File: config.mk
export PLATFORM = sky130hd
export DESIGN_NAME = alu_sequencer
export DESIGN_NICKNAME = d
export VERILOG_FILES = /design/src/rtl/alu_sequencer.sv
export SDC_FILE = /design/constraint.sdc
export NUM_CORES = 1
export LEC_CHECK = 0
export CAP_MARGIN = 25
export CORE_MARGIN = 1.5
export CORE_UTILIZATION = 41
export CTS_BUF_LIST = sky130_fd_sc_hd__clkbuf_8 sky130_fd_sc_hd__clkbuf_16
export DETAILED_ROUTE_END_ITERATION = 10
export PLACE_DENSITY_LB_ADDON = 0.25
export SETUP_SLACK_MARGIN = 0.05
export SYNTH_ARGS = -nofsm -noshare
export SYNTH_HDL_FRONTEND = slang
export SYNTH_SLANG_ARGS = --single-unit
File: constraint.sdc
create_clock -name clk -period 2.73 [get_ports clk]
set_input_delay 0.6825 -clock clk [delete_from_list [all_inputs] [get_ports clk]]
set_output_delay 0.6825 -clock clk [all_outputs]
set_load 0.02 [all_outputs]
File: src/rtl/alu_sequencer.sv
// Sequencer stepping the nibble-serial ALU through one 8-bit operation:
// load OP1, load OP2 + low nibble, high nibble, then present result and flags.
module alu_sequencer (
  input  logic       clk,
  input  logic       reset,
  input  logic       start,
  input  logic [2:0] op,
  input  logic [7:0] op_a,
  input  logic [7:0] op_b,
  input  logic       cf_in,
  output logic       busy,
  output logic       done,
  output logic [7:0] result,
  output logic       cf_out,
  output logic       hf_out,
  output logic       pf_out,
  output logic       zf_out,
  output logic       sf_out,
  output logic       vf_out,
  output logic [7:0] db_w,
  output logic       db_drive,
  input  logic [7:0] db,
  output logic       alu_op1_oe,
  output logic       alu_op2_oe,
  output logic       alu_res_oe,
  output logic       alu_shift_oe,
  output logic       alu_bs_oe,
  output logic       alu_shift_in,
  output logic       alu_shift_left,
  output logic       alu_shift_right,
  output logic       alu_op1_sel_bus,
  output logic       alu_op2_sel_bus,
  output logic       alu_sel_op2_neg,
  output logic       alu_sel_op2_high,
  output logic       alu_op_low,
  output logic       alu_core_cf_in,
  output logic       alu_core_R,
  output logic       alu_core_S,
  output logic       alu_core_V,
  output logic       alu_parity_in,
  input  logic       alu_core_cf_out,
  input  logic       alu_parity_out,
  input  logic       alu_zero,
  input  logic       alu_sf_out,
  input  logic       alu_vf_out
);

  localparam int NONE_OPS = 8;
  localparam int OP_W     = $clog2(NONE_OPS);
  localparam int DATA_W   = 8;

  localparam logic [OP_W-1:0] OP_ADD = 3'd0;
  localparam logic [OP_W-1:0] OP_ADC = 3'd1;
  localparam logic [OP_W-1:0] OP_SUB = 3'd2;
  localparam logic [OP_W-1:0] OP_SBC = 3'd3;
  localparam logic [OP_W-1:0] OP_AND = 3'd4;
  localparam logic [OP_W-1:0] OP_XOR = 3'd5;
  localparam logic [OP_W-1:0] OP_OR  = 3'd6;
  localparam logic [OP_W-1:0] OP_CP  = 3'd7;

  typedef enum logic [2:0] {IDLE, LOAD1, LOW, HIGH, DONE} state_t;

  state_t            state, state_nx;
  logic [OP_W-1:0]   op_r;
  logic [DATA_W-1:0] a_r, b_r;
  logic              cfin_r;
  logic              hf_int, p_low, z_low;

  function automatic logic is_sub(input logic [OP_W-1:0] o);
    return (o == OP_SUB) || (o == OP_SBC) || (o == OP_CP);
  endfunction

  function automatic logic is_logic(input logic [OP_W-1:0] o);
    return (o == OP_AND) || (o == OP_XOR) || (o == OP_OR);
  endfunction

  function automatic logic [2:0] rsv_code(input logic [OP_W-1:0] o);
    case (o)
      OP_AND:  return 3'b010;
      OP_OR:   return 3'b100;
      OP_XOR:  return 3'b110;
      default: return 3'b000;
    endcase
  endfunction

  // Subtraction is a + ~b + 1, so the borrow-in enters inverted.
  function automatic logic low_carry(input logic [OP_W-1:0] o, input logic c);
    case (o)
      OP_ADC:        return c;
      OP_SBC:        return !c;
      OP_SUB, OP_CP: return 1'b1;
      default:       return 1'b0;
    endcase
  endfunction

  function automatic logic final_cf(input logic [OP_W-1:0] o, input logic c);
    if (is_logic(o)) return 1'b0;
    return is_sub(o) ? !c : c;
  endfunction

  function automatic logic final_hf(input logic [OP_W-1:0] o, input logic h);
    if (o == OP_AND) return 1'b1;
    if (is_logic(o)) return 1'b0;
    return is_sub(o) ? !h : h;
  endfunction

  assign alu_op1_oe      = 1'b0;
  assign alu_op2_oe      = 1'b0;
  assign alu_bs_oe       = 1'b0;
  assign alu_shift_in    = 1'b0;
  assign alu_shift_left  = 1'b0;
  assign alu_shift_right = 1'b0;

  always_ff @(posedge clk) begin
    if (reset) state <= IDLE;
    else       state <= state_nx;
  end

  always_comb begin
    state_nx         = state;
    busy             = (state != IDLE);
    done             = 1'b0;
    db_drive         = 1'b0;
    db_w             = '0;
    alu_res_oe       = 1'b0;
    alu_shift_oe     = 1'b0;
    alu_op1_sel_bus  = 1'b0;
    alu_op2_sel_bus  = 1'b0;
    alu_sel_op2_neg  = 1'b0;
    alu_sel_op2_high = 1'b0;
    alu_op_low       = 1'b0;
    alu_core_cf_in   = 1'b0;
    alu_parity_in    = 1'b0;
    {alu_core_R, alu_core_S, alu_core_V} = 3'b000;
    case (state)
      IDLE: if (start) state_nx = LOAD1;
      LOAD1: begin
        db_drive        = 1'b1;
        db_w            = a_r;
        alu_shift_oe    = 1'b1;
        alu_op1_sel_bus = 1'b1;
        state_nx        = LOW;
      end
      LOW: begin
        db_drive        = 1'b1;
        db_w            = b_r;
        alu_shift_oe    = 1'b1;
        alu_op2_sel_bus = 1'b1;
        alu_op_low      = 1'b1;
        alu_sel_op2_neg = is_sub(op_r);
        alu_core_cf_in  = low_carry(op_r, cfin_r);
        {alu_core_R, alu_core_S, alu_core_V} = rsv_code(op_r);
        state_nx        = HIGH;
      end
      HIGH: begin
        alu_res_oe       = 1'b1;
        alu_sel_op2_high = 1'b1;
        alu_sel_op2_neg  = is_sub(op_r);
        alu_core_cf_in   = hf_int;
        alu_parity_in    = p_low;
        {alu_core_R, alu_core_S, alu_core_V} = rsv_code(op_r);
        state_nx         = DONE;
      end
      DONE: begin
        done     = 1'b1;
        state_nx = IDLE;
      end
      default: state_nx = IDLE;
    endcase
  end

  // Acceptance boundary: operands frozen for the whole operation.
  always_ff @(posedge clk) begin
    if (state == IDLE && start) begin
      op_r   <= op;
      a_r    <= op_a;
      b_r    <= op_b;
      cfin_r <= cf_in;
    end
    if (state == LOW) begin
      hf_int <= alu_core_cf_out;
      p_low  <= alu_parity_out;
      z_low  <= alu_zero;
    end
  end

  // High-nibble boundary: result and finalised flags become visible in DONE.
  always_ff @(posedge clk) begin
    if (reset) begin
      result <= '0;
      cf_out <= 1'b0;
      hf_out <= 1'b0;
      pf_out <= 1'b0;
      zf_out <= 1'b0;
      sf_out <= 1'b0;
      vf_out <= 1'b0;
    end else if (state == HIGH) begin
      result <= db;
      cf_out <= final_cf(op_r, alu_core_cf_out);
      hf_out <= final_hf(op_r, hf_int);
      pf_out <= is_logic(op_r) ? alu_parity_out : alu_vf_out;
      zf_out <= z_low & alu_zero;
      sf_out <= alu_sf_out;
      vf_out <= alu_vf_out;
    end
  end

endmodule

==> metrics.md, run 1 <==
| Metric | Value |
|---|---|
| Status | `completed` |
| Core Region | `between 4000 and 5000 µm²` |
| Largest net degree at the start of global routing | `21` |
| Clk_lat worst skew | `0.28 ns` |
| Skew final | `between 0.007 and 0.008 ns` |
| Post-route clock period utilization | `roughly 95%` |
| Die ar. | `4530 µm²` |
| Detailed router's first-iteration violation count | `between 40 and 50` |
| CP arrival | `approximately 1.9 ns` |
| Ys async rst share | `0%` |
| Setup Viol. Count Final | `0` |
| Share of layout cells above drive strength 1 | `about 14%` |
| Worst path cell trace | `nand2b_1 -> nor2_1 -> buf_4 -> a22o_1 -> clkdlybuf4s50_1` |
| Max rail drop VDD | `between 0.0003 and 0.0004 V` |
| Longest Clk Path Bufs | `2` |
| CTS Buf Count | `5` |
| Largest family of logic cells by synthesized area | `simple AND/OR/NAND/NOR gates` |
| Routed wire length | `3510 µm` |
| Post-synthesis average cell area | `11.7 µm²` |
| Root buffer cell | `clkbuf_8` |
| CP max stage delay | `0.61 ns` |
| Xor/xnor share of the synthesized area | `1.55%` |
| Mapped Area | `about 1700 µm²` |
| GRT Total Usage | `approximately 17%` |
| Clock-pin slew on the worst setup and hold paths | `~0.07 ns` |
| Ant diodes | `0` |
| Die width | `about 67 µm` |
| Slew Viols, Final | `0` |
| PortBufs | `71` |
| Routed len/inst | `~13 µm` |
| Mux share of post-synthesis cell area | `0%` |
| Adder-cell share of the synthesized area | `0%` |
| Most frequent cells in the layout | `clkdlybuf4s50_1 (68), nand2_1 (29), edfxtp_1 (23)` |
| Post-synth EDFFs | `23` |
| Initial Utilization | `around 42%` |
| Multi-input combinational cell area | `approximately 540 µm²` |
| CP Buf/Inv Count | `2` |
| Yosys Warn Count | `0` |
| Final routed DRC violation total | `0` |
| Final Hold Vio Count | `0` |
| Clk sinks | `40` |
| FF+latch count, synth | `40` |
| Initial antenna violation count | `0` |
| Area Overhead vs Synth | `48.1%` |
| First-pass GRT wire length | `around 5500 µm` |
| Min Tclk post-route | `between 2 and 3 ns` |
| Die Y | `approximately 67 µm` |
| Worst hold path class | `reg2reg` |
| Worst Setup Start Kind | `flip-flop` |
| Crit path kind | `reg2out` |
| Layout fillers | `~320` |
| Total number of vias | `1268` |
| MaxCap Viol Count | `0` |
| Final ANT Viol Nets | `0` |
| Sequential Area | `roughly 1000 µm²` |
| Layout Nets | `roughly 250` |
| Met2 usage | `around 30%` |
| Gr busiest metal | `met2` |
| Synth Instances | `approximately 150` |
| GRT overflow | `0` |
| Synth unique cells | `36` |
| Worst path top cell family by delay | `buffers and inverters` |
| Power Total | `between 0.001 and 0.0015 W` |
| Router iterations before antenna repair | `4` |
| DPL Wire Length | `2680 µm` |
| Vias/cell | `4.71` |
| Peak Freq | `386 MHz` |
| Met1 usage | `18.1%` |
| RSZ-0062 raised after global routing | `yes` |
| CP endpoint kind | `output pin` |
| Vias in the first global route | `1208` |
| Pwr dens | `547 nW/µm²` |
| Leakage | `between 0.9 and 1 nW` |
| Complex-gate fraction of the synthesized area | `12.6%` |
| Global routing usage on met3 | `under 10%` |
| CTS tree | `yes` |
| Synth Area in Simple Gates | `16.0%` |
| Crit-path slowest cell | `clkdlybuf4s50_1` |
| Sequential-to-total area share from yosys stat | `about three fifths` |
| Gpl congestion | `around 0.73` |
| H-Tree Depth | `2` |
| Setup TNS | `0 ns` |
| Top Ports | `about 80` |
| Worst-path maximum fanout | `7` |
| Most used DFF post-synth | `edfxtp_1` |
| Critical path required time | `around 2 ns` |
| CTS Hold Bufs | `0` |
| Most common cell after layout, fill and taps aside | `clkdlybuf4s50_1` |
| # rows | `23` |
## flip-flops by register name, indices dropped and copies added (netlist names), 3 cells and up
| register | count |
|---|---|
| b_r | 8 |
| result | 8 |
| a_r | 8 |
| state | 3 |
| op_r | 3 |
## timing repair
item	4_1_cts	5_1_grt
buffers inserted	1	0
setup endpoints to repair	11	11
gates resized for setup	2	4
endpoints found under the hold margin	0	0
pin swaps	0	0
## synth_stat cells (2+ instances only)
cell type | count | area share (%)
edfxtp_1 | 23 | 41
a21oi_2 | 8 | 4.1
nand2_1 | 29 | 6.4
dfxtp_1 | 17 | 20
o21ai_0 | 2 | 0.59
a21oi_1 | 5 | 1.5
nand2b_1 | 2 | 0.74
nand3_1 | 2 | 0.59
xnor2_1 | 2 | 1.0
a22o_1 | 8 | 4.1
inv_1 | 2 | 0.44
nand3b_1 | 2 | 0.89
nor2_1 | 9 | 2.0
buf_4 | 12 | 5.3
## area by class of cell
type / count / share of cell area (%)
repair buffers: 77 / 30.9
flip-flops and latches: 40 / 41.2
inverters: 3 / 0.747
well taps: 50 / 2.49
multi-input cells: 91 / 21.4
clock buffers: 5 / 2.74
clock inverters: 3 / 0.498
## logic make-up (layout without fill, tap and decap cells)
group / Yosys count / count (layout)
AOI/OAI and AO/OA: 27 / 27
xor gates and xnor gates: 3 / 3
buffers and inverters: 20 / 88
DFF: 40 / 40
other: 1 / 7
and+or+nand+nor: 54 / 54
## worst reg2reg max path, cell delays in order, from the launching register on
cell     delay [ns]
dfxtp_2        0.37
or3_1          0.39
nor2_1         0.11
buf_4          0.27
## per-stage QoR
step	util (%)	instances	cell area, µm²	setup WS, ns	hold slack, ns
after floorplan	-	151	1720	0.527	0.519
after global placement	60.0	260	2400	0.309	0.441
after detailed placement	60.0	260	2400	0.246	0.450
after CTS	62.6	269	2500	0.0647	0.459
after global routing	62.8	269	2510	0.0463	0.474
final	62.8	269	2510	0.140	0.457
## metal layers
| layer | up-vias | routed length [µm] | share of wire (%) |
|---|---|---|---|
| li1 | 628 | - | - |
| met1 | 588 | 1390 | 40 |
| met2 | 45 | 1860 | 53 |
| met3 | 7 | 207 | 5.9 |
| met4 | 0 | 57 | 1.6 |
| met5 | - | 0 | 0 |
## power breakdown
group / internal, W / switching (W) / leakage (nW)
Combinational: 0.000159 / 0.000148 / 0.542
Clock: 0.000172 / 0.000187 / 0.0505
Sequential: 0.000685 / 0.0000249 / 0.356
## final timing paths
check	from	slack, ns	cells past startpoint	end
worst max-delay path	state[2]$_SDFFE_PP0P_	0.14	5	db_w[4]
worst min-delay path	sf_out$_SDFFE_PP0N_	0.46	2	sf_out$_SDFFE_PP0N_
worst max register to register	state[1]$_SDFFE_PP0P_	1.28	3	a_r[1]$_DFFE_PP_
worst min register to register	sf_out$_SDFFE_PP0N_	0.46	2	sf_out$_SDFFE_PP0N_
Note: power is estimated with default switching activity, not from simulation.
==> inputs of run 2 (changes only) <==
- CAP_MARGIN: 25 -> 20
==> results of run 2 <==
No change in the layout: final DEF, timing and power equal those of run 1.
==> inputs of run 3 (changes only) <==
- CAP_MARGIN: 20 -> not set
- CORE_ASPECT_RATIO: not set -> 0.6
==> run 3 against run 2 <==
Hold slack better by 0.014 ns; non-clock buffer count is 1 lower; maximum frequency is 1.1% higher; combinational power is 4% lower; worst setup slack better by 0.028 ns; clock power is 3% higher; sequential cell count stayed put; global-route usage is 1.6 points higher; sequential share of layout area is 0.49 points higher; largest power group unchanged.
==> metrics.md, run 3 (same netlist as run 1, synthesis figures left out) <==
| Metric | Value |
|---|---|
| Status | `completed (unchanged)` |
| CP arrival | `1.88 ns (was 1.91 ns)` |
| R2r startpoint | `state[0]$_SDFFE_PP0P_ (was state[1]$_SDFFE_PP0P_)` |
| Pwr dens | `556 nW/µm² (was 547 nW/µm²)` |
| Internal | `0.00100 W (was 0.00102 W)` |
| Combinational share of power | `21.5% (was 22.3%)` |
| PortBufs | `71 (unchanged)` |
| Post-Place Cell Area | `2390 µm² (was 2400 µm²)` |
| Hold Path Stages | `2 (unchanged)` |
| Clock-pin slew on the worst setup and hold paths | `0.07 ns (about the same)` |
| DPL Wire Length | `3020 µm (was 2680 µm)` |
| CTS Buf Count | `5 (unchanged)` |
| Longest Clk Path Bufs | `2 (unchanged)` |
| Post-route clock period utilization | `93.9% (was 94.9%)` |
| Reg2reg path depth | `3 (unchanged)` |
| Min Tclk post-route | `2.56 ns (was 2.59 ns)` |
| Final hold slack | `0.471 ns (was 0.457 ns)` |
| Worst hold path class | `reg2reg (unchanged)` |
| Slew HR | `58.5%` |
| Worst path cell trace | `nand2b_1 -> nor2_1 -> buf_4 -> clkdlybuf4s50_1 (was nand2b_1 -> nor2_1 -> buf_4 -> a22o_1 -> clkdlybuf4s50_1)` |
| Share of layout cells above drive strength 1 | `13.8% (was 14.2%)` |
| Routed wire length | `3880 µm (was 3510 µm)` |
| Initial antenna violation count | `0 (unchanged)` |
| Root buffer cell | `clkbuf_8 (unchanged)` |
| Most common cell after layout, fill and taps aside | `clkdlybuf4s50_1 (unchanged)` |
| Setup TNS | `0 ns (unchanged)` |
| Worst path top cell family by delay | `buffers and inverters (unchanged)` |
| Layout Nets | `253 (was 254)` |
| Power Total | `0.00138 W (was 0.00137 W)` |
| Worst-path maximum fanout | `11 (was 7)` |
| Gr busiest metal | `met2 (unchanged)` |
| Worst R2R End | `op_r[1]$_DFFE_PP_ (was a_r[1]$_DFFE_PP_)` |
| Sw Ratio | `27.3% (was 26.1%)` |
| R2r setup slk | `1.25 ns (was 1.28 ns)` |
| Crit-path slowest cell | `clkdlybuf4s50_1 (unchanged)` |
| Initial Utilization | `44.5% (was 42.4%)` |
| Skew final | `0.00709 ns (was 0.00750 ns)` |
| Sequential power share | `51.6% (about the same)` |
| Largest registers | `a_r: 8 flops, b_r: 8 flops, result: 8 flops (unchanged)` |
| Gpl congestion | `0.763 (was 0.735)` |
| Switch Pwr | `0.000376 W (was 0.000359 W)` |
| Largest net degree at the start of global routing | `21 (unchanged)` |
| Die Y | `52.8 µm (was 67.3 µm)` |
| GRT overflow | `0 (unchanged)` |
| Critical path required time | `2.05 ns (about the same)` |
| Slew Viols, Final | `0 (unchanged)` |
| Area Overhead vs Synth | `46.2% (was 48.1%)` |
| CP max stage delay | `0.62 ns (was 0.61 ns)` |
| CP Buf/Inv Count | `2 (unchanged)` |
| Clk_lat worst skew | `0.29 ns (was 0.28 ns)` |
| Post-Layout Inst Area | `2480 µm² (was 2510 µm²)` |
| Clk pwr share | `26.9% (was 26.1%)` |
| Global routing usage on met3 | `5.04% (was 5.00%)` |
| Max rail drop VDD | `0.000423 V (was 0.000351 V)` |
| Detailed router's first-iteration violation count | `56 (was 42)` |
| Hold path endpoint | `sf_out$_SDFFE_PP0N_ (unchanged)` |
| Crit path kind | `reg2out (unchanged)` |
| First-pass GRT wire length | `6020 µm (was 5460 µm)` |
| Leakage | `0.935 nW (was 0.949 nW)` |
| Routed len/inst | `14.6 µm (was 13.1 µm)` |
| Ant diodes | `0 (unchanged)` |
| Die width | `86.0 µm (was 67.3 µm)` |
| Most frequent cells in the layout | `clkdlybuf4s50_1 (60), nand2_1 (29), edfxtp_1 (23) (was clkdlybuf4s50_1 (68), nand2_1 (29), edfxtp_1 (23))` |
| MaxCap Viol Count | `0 (unchanged)` |
| Final ANT Viol Nets | `0 (unchanged)` |
| Dpl cells | `256 (was 260)` |
| Crit path depth | `4 (was 5)` |
| Final std cells w/o fill | `265 (was 269)` |
| Final routed DRC violation total | `0 (unchanged)` |
| Worst Setup Start Kind | `flip-flop (unchanged)` |
| Final Hold Vio Count | `0 (unchanged)` |
| GRT Total Usage | `18.2% (was 16.6%)` |
| Top Ports | `79 (unchanged)` |
| Setup Viol. Count Final | `0 (unchanged)` |
| Peak Freq | `390 MHz (was 386 MHz)` |
| Worst hold start | `sf_out$_SDFFE_PP0N_ (unchanged)` |
| Vias/cell | `4.81 (was 4.71)` |
| Actual slew at the worst max-slew pin | `0.621 ns` |
| Core Region | `3810 µm² (was 4000 µm²)` |
| # rows | `17 (was 23)` |
| Vias in the first global route | `1248 (was 1208)` |
| Die ar. | `4540 µm² (was 4530 µm²)` |
| Met2 usage | `31.4% (was 30.3%)` |
| Total number of vias | `1275 (was 1268)` |
| H-Tree Depth | `2 (unchanged)` |
| RSZ-0062 raised after global routing | `no (was yes)` |
| Router iterations before antenna repair | `4 (unchanged)` |
| Met1 usage | `22.2% (was 18.1%)` |
| Clk sinks | `40 (unchanged)` |
| CTS tree | `yes (unchanged)` |
| CP endpoint kind | `output pin (unchanged)` |
| CTS Hold Bufs | `0 (unchanged)` |
==> run 3: layout make-up <==
class                           count  area, µm²
Tap cell                           47       58.8
Multi-Input combinational cell     91        538
Timing Repair Buffer               76        747
Sequential cell                    40       1030
Clock buffer                        5       68.8
Fill cell                         299       1330
Inverter                            3       18.8
Clock inverter                      3       13.8
==> run 3: power groups by stage <==
stage          clock [W]  combinational [W]  sequential [W]
6_report        0.000370           0.000296        0.000711
5_1_grt         0.000410           0.000317        0.000715
4_1_cts         0.000383           0.000300        0.000711
3_5_place_dp           0           0.000307        0.000724
3_3_place_gp           0           0.000298        0.000721
2_1_floorplan          0           0.000174        0.000719
==> run 3: how the worst max path moves through the flow <==
stage,from,to,slack (ns)
floorplan,state[1]$_SDFFE_PP0P_,a_r[0]$_DFFE_PP_,0.53
global placement,state[1]$_SDFFE_PP0P_,alu_core_cf_in,0.30
detailed placement,state[2]$_SDFFE_PP0P_,alu_shift_oe,0.22
CTS,state[1]$_SDFFE_PP0P_,alu_sel_op2_high,0.14
global route,state[1]$_SDFFE_PP0P_,alu_sel_op2_high,0.07
finish,state[2]$_SDFFE_PP0P_,alu_op2_sel_bus,0.17
==> run 3: timing repair <==
action | 4_1_cts | 5_1_grt
gates resized for setup | 13 | 0
buffers inserted | 1 | 0
setup endpoints to repair | 13 | 0
==> run 3: per-layer routing <==
layer	vias to the layer above	wire length, µm
li1	631	-
met1	602	1690
met2	37	1970
met3	5	183
met4	0	37
met5	-	0
==> run 3: through the flow <==
step | setup slack, ns | util, %
after global routing | 0.0651 | 65.1
after floorplan | 0.527 | -
after detailed placement | 0.225 | 62.7
final | 0.167 | 65.1
after CTS | 0.138 | 65.1
after global placement | 0.300 | 62.7
==> run 3: tightest hold or removal path: stages, from the launching register on <==
cell and delay (ns):
dfxtp_1 0.31, nand2_1 0.05, a21oi_1 0.06
